File: src/rtl/mem_pager.sv
// Spectrum memory banking unit: captures the 0x7FFD/0x1FFD paging ports and
// maps each CPU address onto a ROM/RAM bank plus 14-bit offset.
module mem_pager #(
    parameter int MODE_128      = 1,
    parameter int ENABLE_PLUS2A = 0,
    parameter int RAM_BANK_BITS = 3
) (
    input  logic                     clk,
    input  logic                     reset,
    input  logic [15:0]              cpu_addr,
    input  logic [7:0]               cpu_dout,
    input  logic                     n_iorq,
    input  logic                     n_mreq,
    input  logic                     n_wr,
    input  logic                     n_m1,
    output logic                     is_rom,
    output logic [1:0]               rom_bank,
    output logic [RAM_BANK_BITS-1:0] ram_bank,
    output logic [13:0]              offset,
    output logic                     ram_we,
    output logic                     screen_bank7,
    output logic                     locked,
    output logic [7:0]               reg_7ffd,
    output logic [7:0]               reg_1ffd
);

    localparam bit PAGED = (MODE_128 != 0);
    localparam bit P2A   = (ENABLE_PLUS2A != 0);

    logic       iow;
    logic       iow_d;
    logic       wr_evt;
    logic       hit_7ffd;
    logic       hit_1ffd;
    logic [7:0] r7;
    logic [7:0] r1;
    logic       lock_q;

    assign iow    = ~n_iorq & ~n_wr & n_m1;
    assign wr_evt = iow & ~iow_d;

    assign hit_7ffd = ~cpu_addr[15] & ~cpu_addr[1];
    assign hit_1ffd = P2A && (cpu_addr[15:12] == 4'b0001) && ~cpu_addr[1];

    // One update per OUT: only the rising edge of the strobe counts.
    always_ff @(posedge clk) begin
        if (reset) begin
            iow_d  <= 1'b0;
            r7     <= 8'h00;
            r1     <= 8'h00;
            lock_q <= 1'b0;
        end else begin
            iow_d <= iow;
            if (PAGED && wr_evt && !lock_q) begin
                if (hit_1ffd) begin
                    r1 <= cpu_dout;
                end else if (hit_7ffd) begin
                    r7 <= cpu_dout;
                    if (cpu_dout[5]) begin
                        lock_q <= 1'b1;
                    end
                end
            end
        end
    end

    logic       special;
    logic [1:0] seg;
    logic [7:0] top_bank;
    logic [7:0] bank;

    assign special = P2A && r1[0];
    assign seg     = cpu_addr[15:14];

    // Segment 3 bank with the extension bits trimmed to the configured width.
    always_comb begin
        top_bank = {3'b000, r7[7], r7[6], r7[2:0]};
        if (RAM_BANK_BITS < 5) begin
            top_bank[4] = 1'b0;
        end
        if (RAM_BANK_BITS < 4) begin
            top_bank[3] = 1'b0;
        end
    end

    always_comb begin
        is_rom   = 1'b0;
        rom_bank = 2'b00;
        bank     = 8'd0;
        if (!PAGED) begin
            unique case (seg)
                2'd0: is_rom = 1'b1;
                2'd1: bank = 8'd5;
                2'd2: bank = 8'd2;
                default: bank = 8'd0;
            endcase
        end else if (special) begin
            unique case (r1[2:1])
                2'd0: begin
                    unique case (seg)
                        2'd0: bank = 8'd0;
                        2'd1: bank = 8'd1;
                        2'd2: bank = 8'd2;
                        default: bank = 8'd3;
                    endcase
                end
                2'd1: begin
                    unique case (seg)
                        2'd0: bank = 8'd4;
                        2'd1: bank = 8'd5;
                        2'd2: bank = 8'd6;
                        default: bank = 8'd7;
                    endcase
                end
                2'd2: begin
                    unique case (seg)
                        2'd0: bank = 8'd4;
                        2'd1: bank = 8'd5;
                        2'd2: bank = 8'd6;
                        default: bank = 8'd3;
                    endcase
                end
                default: begin
                    unique case (seg)
                        2'd0: bank = 8'd4;
                        2'd1: bank = 8'd7;
                        2'd2: bank = 8'd6;
                        default: bank = 8'd3;
                    endcase
                end
            endcase
        end else begin
            rom_bank = {P2A ? r1[2] : 1'b0, r7[4]};
            unique case (seg)
                2'd0: is_rom = 1'b1;
                2'd1: bank = 8'd5;
                2'd2: bank = 8'd2;
                default: bank = top_bank;
            endcase
        end
    end

    assign ram_bank     = bank[RAM_BANK_BITS-1:0];
    assign offset       = cpu_addr[13:0];
    assign ram_we       = ~n_mreq & ~n_wr & ~is_rom;
    assign screen_bank7 = PAGED ? r7[3] : 1'b0;
    assign locked       = lock_q;
    assign reg_7ffd     = r7;
    assign reg_1ffd     = P2A ? r1 : 8'h00;

endmodule

File: config.mk
export PLATFORM = sky130hd
export DESIGN_NAME = mem_pager
export DESIGN_NICKNAME = d
export VERILOG_FILES = /design/src/rtl/mem_pager.sv
export SDC_FILE = /design/constraint.sdc
export NUM_CORES = 1
export LEC_CHECK = 0
export CAP_MARGIN = 20
export CORE_MARGIN = 8
export CORE_UTILIZATION = 28
export CTS_BUF_LIST = sky130_fd_sc_hd__clkbuf_8
export CTS_CLUSTER_SIZE = 16
export DETAILED_ROUTE_END_ITERATION = 16
export PLACE_DENSITY_LB_ADDON = 0.08
export SLEW_MARGIN = 20
export SYNTH_ARGS = -nofsm -noshare
export SYNTH_HDL_FRONTEND = slang
export SYNTH_SLANG_ARGS = --single-unit
File: constraint.sdc
create_clock -name clk -period 1.85 [get_ports clk]
set_input_delay 0.185 -clock clk [delete_from_list [all_inputs] [get_ports clk]]
set_output_delay 0.185 -clock clk [all_outputs]
set_load 0.005 [all_outputs]
==> results.cfg <==
[cts]
cts_made_buffers = 3
cts.repair_timing.setup_buffer_count = 0
clock-sinks = 10
cts-root-buf = clkbuf_8
clkLatencyLatePin_ns = 0.23
ctsLongestPathBuffers = 2
hold_buffers = 0
h-tree-depth = 1
post_cts_resized = 0
tritoncts = done

[power]
power.leakage_nw = 0.322
power_w = 0.000540
power.density_nw_per_um2 = 598
vdd_drop_max_mv = 0.378

[logic_synthesis]
synth_top_area_cell = dfxtp_1
synth_xor_area_share_pct = 0
synth_seq_area_share_pct = 31.6
synth_top_family_by_area = buffers and inverters
yosysWarnings = 0
synth_seq_cells = 10
synthArstFlopShare_pct = 0
synthSimpleGateAreaFrac_pct = 16.2
synth_edf_count = 0
synth_cell_type_count = 18
synth_area_um2 = 633
synth_ff_type = dfxtp_1
synth_compound_area_share_pct = 17.0
synth_top_cell_area_share_pct = 31.6
post_synth.cell_area_avg_um2 = 8.12
synthCells = 78
ys_top_cells_by_area = dfxtp_1 (32%), buf_4 (30%), a21oi_1 (7.1%)
synth_fa_ha_area_share_pct = 0
synthMuxAreaShare_pct = 0

[critical_path]
r2r-start = locked
cp_max_fo = 6
end_kind = primary output
path_buf_inv = 2
crit_path_start_kind = input pin
crit_type = input pin to primary output
worst_ep_required_time_ns = 1.66
slowest_stage = clkdlybuf4s50_1
path_delay_family = buffers and inverters
path_common_cell = clkdlybuf4s50_1
critPathArrivalTime_ns = 1.47
critPathLaunch = cpu_addr[15]
r2r_setup_slack_ns = 0.40
r2r-end = reg_7ffd[1]
path_cells = clkdlybuf4s50_1 -> nor2_1 -> nor3_1 -> clkdlybuf4s50_1
cpPeakStageDelay_ns = 0.55
ff2ff_path_depth = 3

[final_layout]
area_growth_pct = 42.7
mostFrequentLayoutCell = clkdlybuf4s50_1
final_cell_mix = clkdlybuf4s50_1 (33), dfxtp_1 (10), a21oi_1 (9), conb_1 (9)
drive_above_1_share_pct = 10.1
diodes = 0
nNetsFinal = 131

[timing]
min_period_over_period_pct = 89.3
fmax_ghz = 0.606
final.setup_skew_ns = 0.00152
setup_tns_ns = 0
finalSetupViolCount = 0
rsz0062_at_grt = false
period_needed_ns = 1.65
slew_violations = 0
hold_violations = 0

[routing]
postRouteAntennaNets = 0
drc = 0
via_per_inst = 4.21
drt_iter0_drc = 5
drt-total-wl_um = 1670
drt_pass1_iterations = 3
vias = 535
wl_per_cell_um = 13.1

[global_route]
antenna_found_initial = 0
grt_max_degree = 11
grtUsageTotal_pct = 8.44
first_global_vias = 567
grt_use_met1_pct = 8.73
top_usage_layer = met2
grt_pass1_wl_um = 2770
grt_use_met3_pct = 5.65
grtUsageMet2_pct = 12.7
grt-ovfl-total = 0

[min_path]
worstHoldStart = cpu_addr[0]
hold_class = input pin to primary output
holdPathStages = 0
whs_endpoint = offset[0]

[placement]
dpl.hpwl_um = 1340
place_congestion = 0.638
portBuffers = 33

[floorplanning]
num_rows = 17
die_w_um = 63.6
initial_core_util_pct = 29.2
ios = 69
core_area_um2 = 2170
dieArea_um2 = 4040
dieHeight_um = 63.6

[outcome]
status = finished clean

[flow_run]
drv_cap = 0
through the flow:
step                hold slack [ns]  std cells  setup WS [ns]  utilization (%)  cell area, um2
floorplan                     0.333         86          0.542                -             663
global placement              0.370        124         0.0865             39.7             862
detailed placement            0.370        124         0.0588             39.7             862
CTS                           0.370        127          0.181             41.6             903
global route                  0.370        127          0.107             41.6             903
finish                        0.370        127          0.199             41.6             903
cell usage after synthesis (2+ instances only):
| cell type | count |
|---|---|
| buf_4 | 25 |
| dfxtp_1 | 10 |
| a21oi_1 | 9 |
| nand3_1 | 8 |
| o21ai_1 | 8 |
| inv_1 | 4 |
| a21boi_0 | 2 |
| nor2_1 | 2 |
registers in the layout (all words and copies together), names as in the netlist:
signal    flops
iow_d         1
locked        1
reg_7ffd      8
worst register-to-register path, stage by stage (launching register included):
cell and delay [ns]:
dfxtp_1 0.35, or4_1 0.70, o21ai_1 0.19, a21oi_1 0.08
report_power, final:
part / switching (W) / total [W] / internal, W / leakage, nW
logic: 0.0000377 / 0.0000980 / 0.0000604 / 0.220
clock network: 0.0000786 / 0.000221 / 0.000142 / 0.0216
registers: 0.00000218 / 0.000221 / 0.000219 / 0.0808
layout make-up:
type                    count  area, um2
fillers                   240       1270
repair buffers             38        368
multi-input cells          44        244
flip-flops and latches     10        200
clock buffers               3       41.3
well taps                  28       35.0
inverters                   4       15.0
layer usage:
metal  vias up  routed length, um
li1        272                  -
met1       230                678
met2        28                749
met3         5                201
met4         0                 36
met5         -                  0
worst max-delay path by stage:
| stage | slack, ns | depth (start not counted) | to |
|---|---|---|---|
| after floorplan | 0.54 | 4 | reg_7ffd[0] |
| after global placement | 0.09 | 4 | reg_7ffd[6] |
| after detailed placement | 0.06 | 4 | reg_7ffd[1] |
| after CTS | 0.18 | 4 | ram_we |
| after global routing | 0.11 | 4 | ram_we |
| final | 0.20 | 4 | ram_we |
kinds of logic (layout without fill, tap and decap cells):
group                  count (synthesis)  in the layout
AOI/OAI and AO/OA                     20             20
buffers and inverters                 32             45
DFF                                   10             10
other                                  1              9
and+or+nand+nor                       15             15
(Power assumes the default switching activity.)
